**src/rtl/irig_time_keeper_if.sv**
```systemverilog
// Bus between the IRIG decoder side and the time keeper:
// decoded fields, pps/trigger strobes, running time and capture.
interface irig_time_keeper_if;
  logic [31:0] cycles_per_sec;
  logic [7:0]  holdover_max;
  logic        leap;
  logic [5:0]  sec;
  logic [5:0]  min;
  logic [4:0]  hr;
  logic [8:0]  day;
  logic        bcd_valid;
  logic        pps;
  logic        trigger;
  logic [5:0]  t_sec;
  logic [5:0]  t_min;
  logic [4:0]  t_hr;
  logic [8:0]  t_day;
  logic [31:0] t_subsec;
  logic        locked;
  logic        holdover;
  logic        mismatch;
  logic        bad_frame;
  logic [5:0]  cap_sec;
  logic [5:0]  cap_min;
  logic [4:0]  cap_hr;
  logic [8:0]  cap_day;
  logic [31:0] cap_subsec;
  logic        cap_locked;
  logic        cap_valid;

  modport master (
    output cycles_per_sec, holdover_max, leap,
    output sec, min, hr, day,
    output bcd_valid, pps, trigger,
    input  t_sec, t_min, t_hr, t_day, t_subsec,
    input  locked, holdover, mismatch, bad_frame,
    input  cap_sec, cap_min, cap_hr, cap_day,
    input  cap_subsec, cap_locked, cap_valid
  );

  modport slave (
    input  cycles_per_sec, holdover_max, leap,
    input  sec, min, hr, day,
    input  bcd_valid, pps, trigger,
    output t_sec, t_min, t_hr, t_day, t_subsec,
    output locked, holdover, mismatch, bad_frame,
    output cap_sec, cap_min, cap_hr, cap_day,
    output cap_subsec, cap_locked, cap_valid
  );
endinterface

```
**src/rtl/irig_time_keeper.sv**
```systemverilog
// Time-of-day keeper disciplined to the decoder pps,
// with holdover flywheel and trigger timestamp capture.
module irig_time_keeper (
  input  logic clk,
  input  logic rst,
  irig_time_keeper_if.slave bus
);

  typedef struct packed {
    logic [8:0] day;
    logic [4:0] hr;
    logic [5:0] min;
    logic [5:0] sec;
  } tod_t;

  typedef enum logic [1:0] {
    UNLOCKED,
    WAIT_PPS,
    LOCKED,
    HOLDOVER
  } state_e;

  function automatic tod_t tod_inc(
    input tod_t t,
    input logic lp
  );
    tod_t r;
    r = t;
    if (t.sec >= 6'd59) begin
      r.sec = 6'd0;
      if (t.min >= 6'd59) begin
        r.min = 6'd0;
        if (t.hr >= 5'd23) begin
          r.hr = 5'd0;
          if (t.day >= (lp ? 9'd366 : 9'd365))
            r.day = 9'd1;
          else
            r.day = t.day + 9'd1;
        end else begin
          r.hr = t.hr + 5'd1;
        end
      end else begin
        r.min = t.min + 6'd1;
      end
    end else begin
      r.sec = t.sec + 6'd1;
    end
    return r;
  endfunction

  state_e      state_q, state_d;
  tod_t        tod_q, tod_d;
  tod_t        pend_q, pend_d;
  tod_t        cap_q, cap_d;
  tod_t        frame;
  logic [31:0] sub_q, sub_d;
  logic [31:0] csub_q, csub_d;
  logic [7:0]  hcnt_q, hcnt_d;
  logic        reload_q, reload_d;
  logic        mism_q, mism_d;
  logic        bad_q, bad_d;
  logic        cl_q, cl_d;
  logic        cv_q, cv_d;

  logic [31:0] half;
  logic [31:0] last;
  logic [8:0]  day_max;
  logic        frame_ok;
  logic        is_lock;
  logic        late;
  logic        ho_exp;

  assign frame   = '{day: bus.day, hr: bus.hr,
                     min: bus.min, sec: bus.sec};
  assign day_max = bus.leap ? 9'd366 : 9'd365;
  assign half    = bus.cycles_per_sec >> 1;
  assign last    = bus.cycles_per_sec - 32'd1;
  assign is_lock = (state_q == LOCKED) ||
                   (state_q == HOLDOVER);
  assign late    = (state_q == HOLDOVER) &&
                   (sub_q < half);

  always_comb begin
    frame_ok = 1'b0;
    if (bus.bcd_valid) begin
      frame_ok = (bus.sec <= 6'd59) &&
                 (bus.min <= 6'd59) &&
                 (bus.hr <= 5'd23) &&
                 (bus.day != 9'd0) &&
                 (bus.day <= day_max);
    end
  end

  // self-timed increment count reaching a nonzero limit drops lock
  assign ho_exp = (bus.holdover_max != 8'd0) &&
                  (hcnt_q + 8'd1 == bus.holdover_max);

  always_comb begin
    state_d  = state_q;
    tod_d    = tod_q;
    sub_d    = sub_q;
    pend_d   = pend_q;
    reload_d = reload_q;
    hcnt_d   = hcnt_q;
    mism_d   = 1'b0;
    bad_d    = bus.bcd_valid & ~frame_ok;
    unique case (state_q)
      UNLOCKED: begin
        if (frame_ok) begin
          pend_d  = frame;
          state_d = WAIT_PPS;
        end
      end
      WAIT_PPS: begin
        if (bus.pps) begin
          tod_d   = tod_inc(pend_q, bus.leap);
          sub_d   = '0;
          state_d = LOCKED;
        end
        if (frame_ok)
          pend_d = frame;
      end
      LOCKED, HOLDOVER: begin
        if (bus.pps) begin
          sub_d   = '0;
          hcnt_d  = '0;
          state_d = LOCKED;
          if (!late) begin
            tod_d    = tod_inc(reload_q ? pend_q : tod_q,
                               bus.leap);
            reload_d = 1'b0;
          end
        end else if (sub_q == last) begin
          tod_d   = tod_inc(tod_q, bus.leap);
          sub_d   = '0;
          hcnt_d  = hcnt_q + 8'd1;
          state_d = HOLDOVER;
          if (ho_exp) begin
            hcnt_d  = '0;
            state_d = UNLOCKED;
          end
        end else begin
          sub_d = sub_q + 32'd1;
        end
        // frame is judged against the time after this cycle's update
        if (frame_ok && (frame != tod_d)) begin
          mism_d   = 1'b1;
          pend_d   = frame;
          reload_d = 1'b1;
        end
        if (state_d == UNLOCKED)
          reload_d = 1'b0;
      end
      default: state_d = UNLOCKED;
    endcase
  end

  always_comb begin
    cap_d  = cap_q;
    csub_d = csub_q;
    cl_d   = cl_q;
    cv_d   = bus.trigger;
    if (bus.trigger) begin
      cap_d  = tod_q;
      csub_d = sub_q;
      cl_d   = is_lock;
    end
  end

  always_ff @(posedge clk or posedge rst) begin
    if (rst) begin
      state_q  <= UNLOCKED;
      tod_q    <= '0;
      sub_q    <= '0;
      pend_q   <= '0;
      reload_q <= 1'b0;
      hcnt_q   <= '0;
      mism_q   <= 1'b0;
      bad_q    <= 1'b0;
      cap_q    <= '0;
      csub_q   <= '0;
      cl_q     <= 1'b0;
      cv_q     <= 1'b0;
    end else begin
      state_q  <= state_d;
      tod_q    <= tod_d;
      sub_q    <= sub_d;
      pend_q   <= pend_d;
      reload_q <= reload_d;
      hcnt_q   <= hcnt_d;
      mism_q   <= mism_d;
      bad_q    <= bad_d;
      cap_q    <= cap_d;
      csub_q   <= csub_d;
      cl_q     <= cl_d;
      cv_q     <= cv_d;
    end
  end

  assign bus.t_sec      = tod_q.sec;
  assign bus.t_min      = tod_q.min;
  assign bus.t_hr       = tod_q.hr;
  assign bus.t_day      = tod_q.day;
  assign bus.t_subsec   = sub_q;
  assign bus.locked     = is_lock;
  assign bus.holdover   = (state_q == HOLDOVER);
  assign bus.mismatch   = mism_q;
  assign bus.bad_frame  = bad_q;
  assign bus.cap_sec    = cap_q.sec;
  assign bus.cap_min    = cap_q.min;
  assign bus.cap_hr     = cap_q.hr;
  assign bus.cap_day    = cap_q.day;
  assign bus.cap_subsec = csub_q;
  assign bus.cap_locked = cl_q;
  assign bus.cap_valid  = cv_q;

endmodule

```
**src/flat_wrapper.sv**
```systemverilog
// flat-port wrapper written by rule: the top's interface ports become plain ports
module irig_time_keeper_flat 
  (clk, rst, bus_cycles_per_sec, bus_holdover_max, bus_leap, bus_sec, bus_min, bus_hr, bus_day, bus_bcd_valid, bus_pps, bus_trigger, bus_t_sec, bus_t_min, bus_t_hr, bus_t_day, bus_t_subsec, bus_locked, bus_holdover, bus_mismatch, bus_bad_frame, bus_cap_sec, bus_cap_min, bus_cap_hr, bus_cap_day, bus_cap_subsec, bus_cap_locked, bus_cap_valid);
  irig_time_keeper_if bus_i ();
  input  logic clk;
  input  logic rst;
  input wire logic [$bits(bus_i.cycles_per_sec)-1:0] bus_cycles_per_sec;
  input wire logic [$bits(bus_i.holdover_max)-1:0] bus_holdover_max;
  input wire logic [$bits(bus_i.leap)-1:0] bus_leap;
  input wire logic [$bits(bus_i.sec)-1:0] bus_sec;
  input wire logic [$bits(bus_i.min)-1:0] bus_min;
  input wire logic [$bits(bus_i.hr)-1:0] bus_hr;
  input wire logic [$bits(bus_i.day)-1:0] bus_day;
  input wire logic [$bits(bus_i.bcd_valid)-1:0] bus_bcd_valid;
  input wire logic [$bits(bus_i.pps)-1:0] bus_pps;
  input wire logic [$bits(bus_i.trigger)-1:0] bus_trigger;
  output wire logic [$bits(bus_i.t_sec)-1:0] bus_t_sec;
  output wire logic [$bits(bus_i.t_min)-1:0] bus_t_min;
  output wire logic [$bits(bus_i.t_hr)-1:0] bus_t_hr;
  output wire logic [$bits(bus_i.t_day)-1:0] bus_t_day;
  output wire logic [$bits(bus_i.t_subsec)-1:0] bus_t_subsec;
  output wire logic [$bits(bus_i.locked)-1:0] bus_locked;
  output wire logic [$bits(bus_i.holdover)-1:0] bus_holdover;
  output wire logic [$bits(bus_i.mismatch)-1:0] bus_mismatch;
  output wire logic [$bits(bus_i.bad_frame)-1:0] bus_bad_frame;
  output wire logic [$bits(bus_i.cap_sec)-1:0] bus_cap_sec;
  output wire logic [$bits(bus_i.cap_min)-1:0] bus_cap_min;
  output wire logic [$bits(bus_i.cap_hr)-1:0] bus_cap_hr;
  output wire logic [$bits(bus_i.cap_day)-1:0] bus_cap_day;
  output wire logic [$bits(bus_i.cap_subsec)-1:0] bus_cap_subsec;
  output wire logic [$bits(bus_i.cap_locked)-1:0] bus_cap_locked;
  output wire logic [$bits(bus_i.cap_valid)-1:0] bus_cap_valid;
  assign bus_i.cycles_per_sec = bus_cycles_per_sec;
  assign bus_i.holdover_max = bus_holdover_max;
  assign bus_i.leap = bus_leap;
  assign bus_i.sec = bus_sec;
  assign bus_i.min = bus_min;
  assign bus_i.hr = bus_hr;
  assign bus_i.day = bus_day;
  assign bus_i.bcd_valid = bus_bcd_valid;
  assign bus_i.pps = bus_pps;
  assign bus_i.trigger = bus_trigger;
  assign bus_t_sec = bus_i.t_sec;
  assign bus_t_min = bus_i.t_min;
  assign bus_t_hr = bus_i.t_hr;
  assign bus_t_day = bus_i.t_day;
  assign bus_t_subsec = bus_i.t_subsec;
  assign bus_locked = bus_i.locked;
  assign bus_holdover = bus_i.holdover;
  assign bus_mismatch = bus_i.mismatch;
  assign bus_bad_frame = bus_i.bad_frame;
  assign bus_cap_sec = bus_i.cap_sec;
  assign bus_cap_min = bus_i.cap_min;
  assign bus_cap_hr = bus_i.cap_hr;
  assign bus_cap_day = bus_i.cap_day;
  assign bus_cap_subsec = bus_i.cap_subsec;
  assign bus_cap_locked = bus_i.cap_locked;
  assign bus_cap_valid = bus_i.cap_valid;
  irig_time_keeper u_core (.clk(clk), .rst(rst), .bus(bus_i));
endmodule
```
**config.mk**
```make
export PLATFORM = sky130hd
export DESIGN_NAME = irig_time_keeper_flat
export DESIGN_NICKNAME = d
export VERILOG_FILES = /design/src/rtl/irig_time_keeper_if.sv /design/src/rtl/irig_time_keeper.sv /design/src/flat_wrapper.sv
export SDC_FILE = /design/constraint.sdc
export NUM_CORES = 1
export LEC_CHECK = 0
export CELL_PAD_IN_SITES_DETAIL_PLACEMENT = 2
export CELL_PAD_IN_SITES_GLOBAL_PLACEMENT = 2
export CORE_AREA = 2 2 276 196
export CTS_CLUSTER_DIAMETER = 100
export DETAILED_ROUTE_END_ITERATION = 10
export DIE_AREA = 0 0 278 198
export PLACE_DENSITY = 0.66
export SETUP_SLACK_MARGIN = 0.2
export SYNTH_ARGS = -nofsm -noshare
export SYNTH_HDL_FRONTEND = slang
export SYNTH_SLANG_ARGS = --single-unit
```
**constraint.sdc**
```tcl
create_clock -name clk -period 15.08 [get_ports clk]
set_input_delay 2.262 -clock clk [delete_from_list [all_inputs] [get_ports clk]]
set_output_delay 2.262 -clock clk [all_outputs]
set_load 0.03 [all_outputs]
```
==> impl_results.md, run 1 <==
- Outcome: finished clean
- 1st-pass router iterations: 7
- Crit-path cells: clkdlybuf4s50_1 > nor4_1 > nand4_1 > or2_2 > a2111oi_0 > nand4_1 > or4_4 > nor4_1 > o22ai_1 > nand2_1 > nand4_1 > a2111oi_1 > a41oi_4 > buf_4 > mux2_4
- Setup violators final: 0
- Worst-Margin Slew: between 1 and 1.5 ns
- Via count of the first global-routing pass: 13.7k
- Core footprint: 0.0529 mm2
- Max-slew violations: 0
- Setup bufs post-CTS: 0
- Gate Count Post-Synth: about 1.5k
- GRT overflow: 0
- Crit Path Class: input port to register
- Most frequent cell after synthesis: dfrtp_1
- Clk slew on worst S/H paths: ~0.07 ns
- Most frequent CP cell: nand4_1
- Initial antenna violation count: 4
- Crit start category: input port
- Net count reported at finish: between 1.5k and 2k
- Clock root cell: clkbuf_16
- Reg-to-reg slack, setup: approximately 8.6 ns
- Ys Warns: 0
- DR WL/cell: around 25 um
- Launching point of the worst reg2reg path: u_core.reload_q$_DFFE_PP0P_
- Register area share after synthesis: between 30% and 40%
- Post-cts sizing count: 0
- DRT iter0 DRCs: a little under 800
- IO Count: about 190
- Via count: 13.0k
- Hold path endpoint: u_core.bus.cap_min[3]$_DFFE_PP0P_
- Num CTS Buffers: 17
- Power density cells: roughly 160 mW/mm2
- Total GRT Usage: between 20% and 30%
- Max Fclk: approximately 120 MHz
- WHS Path Cells: 1
- Share of cells above drive strength 1: between 10% and 20%
- Post-route insts no fill: around 2.4k
- Hold_buf cts: 0
- Ys async rst share: between 90% and 100%
- Final cycle utilization of the critical path: a little under three fifths
- Layout area overhead: 24.7%
- First-pass GRT wire length: 91.0 mm
- Remaining antenna violation count after routing: 0
- Total Wirelength: about 59 mm
- Die area: roughly 0.055 mm2
- Mapped cell area: 0.0130 mm2
- Hold path start: u_core.bus.cap_min[3]$_DFFE_PP0P_
- Slowest stage cell, crit path: or4_4
- Post-synth top area share: approximately 30%
- Worst EP arrival: 9.04 ns
- RSZ-0062 raised after global routing: false
- Worst VDD drop: approximately 0.059 mV
- Clock latency on the worst-skew pair: 0.47 ns
- Hold Path Class: register to register
- Max Clock Skew: ~0.012 ns
- # rows: 71
- Dpl cells: roughly 2.3k
- Bufs on Longest Clock Path: 2
- FILL cells: around 6.0k
- Pin count of the biggest net entering global routing: around 60
- Most common flop cell mapped by yosys: dfrtp_1
- Via density: 5.49
- IO Port Bufs: a little under 200
- Final min period: roughly 8.7 ns
- Pleak: 6.50 nW
- Critical path capture point type: register
- DP HPWL: 44.9 mm
- CTS Sinks: 157
- Syn_area_per_cell: between 8 and 9 um2
- Post-synthesis register bit count: 157
- Worst endpoint required time: 15.44 ns
- Worst Reg-to-Reg Cells: 16
- Depth of the CTS H-tree: 4
- Die Height: approximately 200 um
- Hold Vio Cnt, Final: 0
- Synth cell types: 85
- Max-Slew Margin vs Limit: 17.6%
- Crit path max fanout: 26
- Area leader, netlist: dfrtp_1
- Crit-path max cell delay: slightly above 0.7 ns
- Post-route DRC: 0
- Initial core utilization: about a quarter
- EDFF count, synth: 0
- Gp weighted congestion: a little under 0.9
- CTS tree: yes
- Mapped Nets: ~1.7k
- Max Cap Violations: 0
- Final TNS setup: 0 ns
- Ranking of synthesized cells by area: dfrtp_1 30%, mux2_2 6.5%, ha_1 5.1%
- Worst reg2reg path endpoint: u_core.pend_q[18]$_DFFE_PP0P_
- Synth cell count leaders: 157 x dfrtp_1, 139 x nand2_1, 110 x o21ai_0, 92 x nor2_1, 86 x clkbuf_1
- Chip Width: 278 um
## metrics by stage
step / instance area, um2 / util (%) / setup WS [ns] / total power [W] / hold WS (ns)
after floorplan: 13000 / - / 7.98 / 0.00148 / 0.468
after global placement: 15600 / 29.5 / 6.43 / 0.00200 / 0.488
after detailed placement: 15600 / 29.5 / 6.13 / 0.00203 / 0.498
after CTS: 16200 / 30.7 / 6.59 / 0.00256 / 0.514
after global routing: 16200 / 30.7 / 5.90 / 0.00271 / 0.527
final: 16200 / 30.7 / 6.40 / 0.00255 / 0.506
## state kept, by name, indices dropped and copies added, names as in the netlist, 8 cells and up
register,count
u_core.bus.t_day,9
u_core.hcnt_q,8
u_core.bus.t_subsec,32
u_core.pend_q,26
u_core.bus.cap_subsec,32
u_core.bus.cap_day,9
## cells by family (layout without fill, tap and decap cells)
logic type | Yosys count | count (layout) | share of synthesized area, %
simple gates | 547 | 547 | 21.8
compound gates | 365 | 365 | 18.9
buf+inv | 181 | 321 | 5.49
flops | 157 | 157 | 30.2
mux | 131 | 131 | 11.5
xor+xnor | 105 | 105 | 7.06
fa+ha+maj | 53 | 53 | 5.09
other cells | 0 | 1 | 0
## metal layers
| layer | up-vias | track usage [%] | routed length [um] |
|---|---|---|---|
| met5 | - | 0 | 16 |
| met2 | 313 | 32.1 | 25200 |
| met4 | 2 | 4.02 | 565 |
| li1 | 5922 | - | - |
| met1 | 6754 | 32.7 | 30400 |
| met3 | 39 | 4.00 | 3100 |
## cells in the final DEF, fill, tap and decap left out, types with 17 or more instances in the layout
cell,netlist,layout
clkdlybuf4s50_1,0,191
dfrtp_1,157,156
nand2_1,139,139
o21ai_0,110,110
nor2_1,92,92
nand3_1,76,76
mux2_2,75,75
inv_1,73,72
xnor2_1,56,56
a21oi_1,54,53
ha_1,53,53
xor2_1,49,49
nor3_1,48,47
mux2i_1,37,37
and3_1,32,32
nand4_1,31,31
a31oi_1,26,25
buf_4,0,24
nor4_1,20,20
or3_1,20,20
o31ai_1,19,19
mux2_4,19,19
clkbuf_16,0,17
## layout make-up
cell class	count	area (um2)	area share, %
clock inverter	15	234	1.44
timing repair buffer	216	2100	12.9
inverter	73	279	1.72
tap	693	867	5.34
multi-input combinational	1201	8400	51.7
antenna	1	2.50	0.0154
clock buffer	17	425	2.62
sequential	157	3930	24.2
## worst max-delay path by stage
stage | slack [ns] | to | start | depth (start not counted)
5_1_grt | 5.90 | u_core.pend_q[9]$_DFFE_PP0P_ | bus_cycles_per_sec[11] | 15
4_1_cts | 6.59 | u_core.pend_q[10]$_DFFE_PP0P_ | bus_cycles_per_sec[11] | 15
3_3_place_gp | 6.43 | u_core.pend_q[5]$_DFFE_PP0P_ | bus_cycles_per_sec[11] | 15
6_report | 6.40 | u_core.pend_q[18]$_DFFE_PP0P_ | bus_cycles_per_sec[11] | 15
2_1_floorplan | 7.98 | u_core.pend_q[11]$_DFFE_PP0P_ | bus_cycles_per_sec[0] | 18
3_5_place_dp | 6.13 | u_core.pend_q[18]$_DFFE_PP0P_ | bus_cycles_per_sec[11] | 15
## report_power, final
group / switching, W / internal, W / leakage, nW / total [W]
logic: 0.000799 / 0.000514 / 4.17 / 0.00131
clock network: 0.000216 / 0.000297 / 0.317 / 0.000513
registers: 0.000213 / 0.000515 / 2.01 / 0.000728
## critical path, delay by kind of cell
| kind | cells | cell delay, ns |
|---|---|---|
| AO/OA/AOI/OAI | 4 | 1.72 |
| multiplexers | 1 | 0.36 |
| buffers and inverters | 2 | 0.84 |
| AND/OR/NAND/NOR | 8 | 3.78 |
No activity file was read; power rests on OpenSTA's default activity.
==> run 2, diff against run 1 <==
--- a/config.mk
+++ b/config.mk
@@ -11,7 +11,7 @@
 export CTS_CLUSTER_DIAMETER = 100
 export DETAILED_ROUTE_END_ITERATION = 10
 export DIE_AREA = 0 0 278 198
-export PLACE_DENSITY = 0.66
+export PLACE_DENSITY = 0.68
 export SETUP_SLACK_MARGIN = 0.2
 export SYNTH_ARGS = -nofsm -noshare
 export SYNTH_HDL_FRONTEND = slang
==> constraint.sdc (replaced) <==
create_clock -name clk -period 7.4 [get_ports clk]
set_input_delay 1.11 -clock clk [delete_from_list [all_inputs] [get_ports clk]]
set_output_delay 1.11 -clock clk [all_outputs]
set_load 0.03 [all_outputs]
==> impl_results.md, run 2 (synthesis results as in run 1) <==
- Outcome: finished clean
- Post-cts sizing count: 0 (unchanged)
- Gate power share: 53.1% (+1.7 points)
- Worst-Margin Slew: 1.30 ns (+0.0779 ns)
- IO Count: 194 (unchanged)
- Max Clock Skew: 0.0126 ns (+0.000978 ns)
- Max-slew violations: 0 (unchanged)
- Sw Share: 48.8% (+0.66 points)
- Via count of the first global-routing pass: 14.0k (+1.7%)
- Routed length on met1: 30.8 mm (+1.3%)
- Layout area overhead: 25.9%
- WL met3: 2.75 mm (-11%)
- Commonest non-fill, non-tap cell in the layout: clkdlybuf4s50_1
- Total Wirelength: 59.8 mm (+0.90%)
- CTS Sinks: 157 (unchanged)
- Metal2 WL: 25.6 mm (+1.7%)
- Final min period: around 6.7 ns
- FILL cells: 5891 (-1.2%)
- IO Port Bufs: 193 (unchanged)
- Chip Width: 278 um (unchanged)
- Bufs on Longest Clock Path: 2 (unchanged)
- Net count reported at finish: 1818 (+1.5%)
- Crit-path max cell delay: 0.75 ns (+0.03 ns)
- Num CTS Buffers: 17 (unchanged)
- CTS tree: yes
- PnR Total Power: 0.00516 W (+100%)
- Critical path capture point type: register
- Final core occ: 31.0% (+0.31 points)
- # rows: 71 (unchanged)
- 1st-pass router iterations: 5 (-2)
- Launching point of the worst reg2reg path: u_core.bus.t_sec[0]$_DFFE_PP0P_
- Worst EP arrival: 7.10 ns (-1.94 ns)
- RSZ-0062 raised after global routing: false
- Crit-path cells: clkdlybuf4s50_1 > nor4_1 > buf_4 > nand4_1 > or3_1 > a2111oi_0 > nand4_1 > or3_1 > or2_0 > o21ai_0 > o2bb2ai_1 > xor2_1 > a2111oi_1 > a41oi_4 > buf_4 > mux2_4
- Initial antenna violation count: 1 (-3)
- Setup violators final: 0 (unchanged)
- DP HPWL: 45.6 mm (+1.6%)
- DR WL/cell: 24.9 um (-0.36%)
- Max Cap Violations: 0 (unchanged)
- Max Fclk: 148 MHz
- Clock latency on the worst-skew pair: 0.47 ns (about the same)
- Clock share of power: 18.3% (-1.8 points)
- DRT iter0 DRCs: 981 (+24%)
- Crit path max fanout: 14 (-46%)
- Hold Vio Cnt, Final: 0 (unchanged)
- Hold Path Class: register to register
- Depth of the CTS H-tree: 4 (unchanged)
- Psw: 0.00251 W (+100%)
- Initial core utilization: 24.6% (unchanged)
- Worst Reg-to-Reg Cells: 17 (+1)
- First-pass GRT wire length: 91.4 mm (+0.46%)
- Crit start category: input port
- Post-route DRC: 0 (unchanged)
- Gp weighted congestion: 0.890 (+2.1%)
- Hold_buf cts: 0 (unchanged)
- Worst VDD drop: 0.179 mV (+200%)
- Total GRT Usage: 21.8% (+0.070 points)
- Via count: 13.2k (+1.4%)
- Core footprint: 0.0529 mm2 (unchanged)
- WHS Path Cells: 1 (unchanged)
- Via density: 5.50 (+0.15%)
- Clk slew on worst S/H paths: 0.06 ns (about the same)
- Share of cells above drive strength 1: 12.2% (+1.4 points)
- Die Height: 198 um (unchanged)
- Remaining antenna violation count after routing: 0 (unchanged)
- Hold path start: u_core.bus.cap_subsec[27]$_DFFE_PP0P_
- Sequential power share: 28.7% (+0.2 points)
- Setup bufs post-CTS: 0 (unchanged)
- Power density cells: 314 mW/mm2 (+100%)
- Pleak: 6.61 nW (+1.7%)
- Crit Path Class: input port to register
- Final TNS setup: 0 ns (unchanged)
- Worst endpoint required time: 7.75 ns (-7.69 ns)
- Clock root cell: clkbuf_16
- Slowest stage cell, crit path: a2111oi_1
- Pin count of the biggest net entering global routing: 66 (+8.2%)
- Beginning of the critical path: bus_cycles_per_sec[10]
- Max layer used: met5
- Die area: 0.0550 mm2 (unchanged)
- GRT overflow: 0 (unchanged)
- Commonest non-fill, non-tap cells in the layout: 191 x clkdlybuf4s50_1, 156 x dfrtp_1, 139 x nand2_1
- Final cycle utilization of the critical path: between 90% and 100%
- Max-Slew Margin vs Limit: 12.5% (-5.1 points)
- Cell-internal power: 0.00264 W (+99%)
run 2: changes by cell type in the layout (fill, tap and decap cells not counted), moves of 2 or more:
cell / change
clkbuf_8: +2
clkinv_4: +3
buf_4: +27
diode_2: +3
bufinv_16: -3
inv_6: -3
run 2: worst max-delay path, delay by kind of cell:
kind | cells | cell delay, ns
AND/OR/NAND/NOR | 6 | 2.46
AO/OA/AOI/OAI | 5 | 1.96
buffers and inverters | 3 | 0.97
multiplexers | 1 | 0.33
XOR/XNOR | 1 | 0.23
run 2: path summary, 6_finish.rpt:
kind                                                         end  slack (ns)
max                                 u_core.pend_q[1]$_DFFE_PP0P_        0.66
min                        u_core.bus.cap_subsec[27]$_DFFE_PP0P_        0.51
max reg2reg                         u_core.pend_q[1]$_DFFE_PP0P_        1.47
min reg2reg                u_core.bus.cap_subsec[27]$_DFFE_PP0P_        0.51
max in group asynchronous            u_core.reload_q$_DFFE_PP0P_        5.15
min in group asynchronous     u_core.bus.t_subsec[7]$_DFFE_PP0P_        1.01
run 2: power groups by stage:
stage / Sequential, W / Clock [W] / Combinational (W)
floorplan: 0.00153 / 0 / 0.00149
global placement: 0.00147 / 0 / 0.00262
detailed placement: 0.00149 / 0 / 0.00269
CTS: 0.00147 / 0.000980 / 0.00271
global route: 0.00152 / 0.00101 / 0.00294
finish: 0.00148 / 0.000942 / 0.00274
run 2: stage by stage:
stage / hold slack [ns] / setup WS (ns) / cell area (um2) / cells
2_1_floorplan: 0.468 / 1.30 / 13000 / 1539
3_3_place_gp: 0.488 / 0.388 / 15800 / 2367
3_5_place_dp: 0.498 / 0.263 / 15800 / 2367
4_1_cts: 0.513 / 0.763 / 16400 / 2399
5_1_grt: 0.532 / 0.366 / 16400 / 2399
6_report: 0.505 / 0.656 / 16400 / 2403
run 2: cell type report:
cell class / count / area (um2) / area share (%)
multi-input combinational: 1201 / 8400 / 51.2
sequential: 157 / 3930 / 24.0
timing repair buffer: 243 / 2300 / 14.0
tap: 693 / 867 / 5.29
clock buffer: 19 / 453 / 2.76
inverter: 73 / 279 / 1.70
clock inverter: 13 / 158 / 0.961
antenna: 4 / 10.0 / 0.0610
run 2: routing by layer:
metal | track usage, % | vias to the layer above
met5 | 0 | -
met4 | 4.46 | 2
met3 | 3.46 | 41
met2 | 32.7 | 310
met1 | 32.6 | 6883
li1 | - | 5979
==> run 3, diff against run 2 <==
--- a/config.mk
+++ b/config.mk
@@ -13,6 +13,7 @@
 export DIE_AREA = 0 0 278 198
 export PLACE_DENSITY = 0.68
 export SETUP_SLACK_MARGIN = 0.2
+export SLEW_MARGIN = 20
 export SYNTH_ARGS = -nofsm -noshare
 export SYNTH_HDL_FRONTEND = slang
 export SYNTH_SLANG_ARGS = --single-unit
==> impl_results.md, run 3 (synthesis results as in run 1) <==
- Outcome: finished clean
- Total Wirelength: 59.8 mm (about the same)
- Total GRT Usage: 21.8% (unchanged)
- CTS tree: yes
- Clock latency on the worst-skew pair: 0.47 ns (about the same)
- Post-cts sizing count: 0 (unchanged)
- Setup bufs post-CTS: 0 (unchanged)
- Die area: 0.0550 mm2 (unchanged)
- Clk slew on worst S/H paths: 0.06 ns (about the same)
- Core footprint: 0.0529 mm2 (unchanged)
- Worst VDD drop: 0.179 mV (about the same)
- Launching point of the worst reg2reg path: u_core.bus.t_sec[0]$_DFFE_PP0P_
- Clock root cell: clkbuf_16
- Max-slew violations: 0 (unchanged)
- Num CTS Buffers: 17 (unchanged)
- Share of cells above drive strength 1: 12.3% (+0.059 points)
- Pin count of the biggest net entering global routing: 66 (unchanged)
- Hold_buf cts: 0 (unchanged)
- Post-route DRC: 0 (unchanged)
- Crit Path Class: input port to register
- Hold path endpoint: u_core.bus.cap_subsec[27]$_DFFE_PP0P_
- Worst reg2reg path endpoint: u_core.pend_q[1]$_DFFE_PP0P_
- Layout area overhead: 26.0% (about the same)
- DR WL/cell: 24.9 um (about the same)
- Bufs on Longest Clock Path: 2 (unchanged)
- DRT iter0 DRCs: 983 (+0.20%)
- Via density: 5.50 (about the same)
- CTS Sinks: 157 (unchanged)
- Reg-to-reg slack, setup: 1.48 ns (about the same)
- Critical path capture point type: register
- Via count: 13.2k (+0.053%)
- Remaining antenna violation count after routing: 0 (unchanged)
- Hold Slack: 0.505 ns (+0.00000100 ns)
- Crit start category: input port
- Final core occ: 31.0% (about the same)
- Gp weighted congestion: 0.890 (unchanged)
- Initial core utilization: 24.6% (unchanged)
- # rows: 71 (unchanged)
- WHS Path Cells: 1 (unchanged)
- Power density cells: 314 mW/mm2 (about the same)
- Worst EP arrival: 7.10 ns (about the same)
- IO Port Bufs: 193 (unchanged)
- Net count reported at finish: 1818 (unchanged)
- IO Count: 194 (unchanged)
- Hold Vio Cnt, Final: 0 (unchanged)
- Pleak: 6.61 nW (about the same)
- Worst-Margin Slew: 1.07 ns (-0.235 ns)
- Max Cap Violations: 0 (unchanged)
- Depth of the CTS H-tree: 4 (unchanged)
- Final cycle utilization of the critical path: 91.1% (about the same)
- Crit path max fanout: 14 (unchanged)
- Hold path start: u_core.bus.cap_subsec[27]$_DFFE_PP0P_
- Worst endpoint required time: 7.75 ns (about the same)
- Max Fclk: 148 MHz (about the same)
- Chip Width: 278 um (unchanged)
- Die Height: 198 um (unchanged)
- Setup violators final: 0 (unchanged)
- Worst Reg-to-Reg Cells: 17 (unchanged)
- First-pass GRT wire length: 91.4 mm (unchanged)
- GRT overflow: 0 (unchanged)
- RSZ-0062 raised after global routing: false
- DP HPWL: 45.6 mm (unchanged)
- 1st-pass router iterations: 5 (unchanged)
- Max Clock Skew: 0.0126 ns (-0.0000132 ns)
- Hold Path Class: register to register
- Via count of the first global-routing pass: 14.0k (unchanged)
- Final TNS setup: 0 ns (unchanged)
- Initial antenna violation count: 1 (unchanged)
- Final min period: 6.74 ns (-0.00306 ns)
- Max-Slew Margin vs Limit: 28.0% (+16 points)
- Commonest non-fill, non-tap cells in the layout: 191 x clkdlybuf4s50_1, 156 x dfrtp_1, 139 x nand2_1
- Commonest non-fill, non-tap cell in the layout: clkdlybuf4s50_1
run 3: worst max-delay path, stage by stage:
cell and delay, ns:
clkdlybuf4s50_1 0.50, nor4_1 0.35, buf_4 0.19, nand4_1 0.37, or3_1 0.53, a2111oi_0 0.50, nand4_1 0.14, or3_1 0.64
or2_0 0.43, o21ai_0 0.23, o2bb2ai_1 0.27, xor2_1 0.23, a2111oi_1 0.75, a41oi_4 0.21, buf_4 0.28, mux2_4 0.33
run 3: cell type report:
class	count	area [um2]
fillers	5890	36500
repair buffers	243	2300
flip-flops and latches	157	3930
multi-input cells	1201	8410
inverters	73	279
clock inverters	13	158
well taps	693	867
clock buffers	19	453
diodes	4	10.0
run 3: worst max-delay path by stage:
stage	cells after the start	from	slack, ns	to
after detailed placement	16	bus_cycles_per_sec[10]	0.26	u_core.pend_q[10]$_DFFE_PP0P_
final	16	bus_cycles_per_sec[10]	0.66	u_core.pend_q[1]$_DFFE_PP0P_
after global routing	16	bus_cycles_per_sec[10]	0.37	u_core.pend_q[1]$_DFFE_PP0P_
after global placement	17	bus_cycles_per_sec[0]	0.39	u_core.pend_q[5]$_DFFE_PP0P_
after floorplan	21	u_core.reload_q$_DFFE_PP0P_	1.30	u_core.pend_q[11]$_DFFE_PP0P_
after CTS	16	bus_cycles_per_sec[10]	0.76	u_core.pend_q[1]$_DFFE_PP0P_
run 3: metrics by stage:
stage	instance area (um2)	total power, W	worst slack [ns]	std cells
6_report	16400	0.00516	0.659	2403
2_1_floorplan	13000	0.00302	1.30	1539
3_5_place_dp	15800	0.00417	0.263	2367
4_1_cts	16400	0.00516	0.763	2399
3_3_place_gp	15800	0.00409	0.388	2367
5_1_grt	16400	0.00547	0.366	2399
run 3: layer usage:
layer  vias up  global-route usage, %  wire, um
met5         -                      0        13
met2       316                   32.7     25600
li1       5978                      -         -
met1      6885                   32.6     30700
met4         2                   4.46       625
met3        41                   3.46      2860
run 3: where the power goes:
part / total (W) / internal, W / switching (W)
clock: 0.000942 / 0.000522 / 0.000420
sequential: 0.00148 / 0.00105 / 0.000428
combinational: 0.00274 / 0.00107 / 0.00167
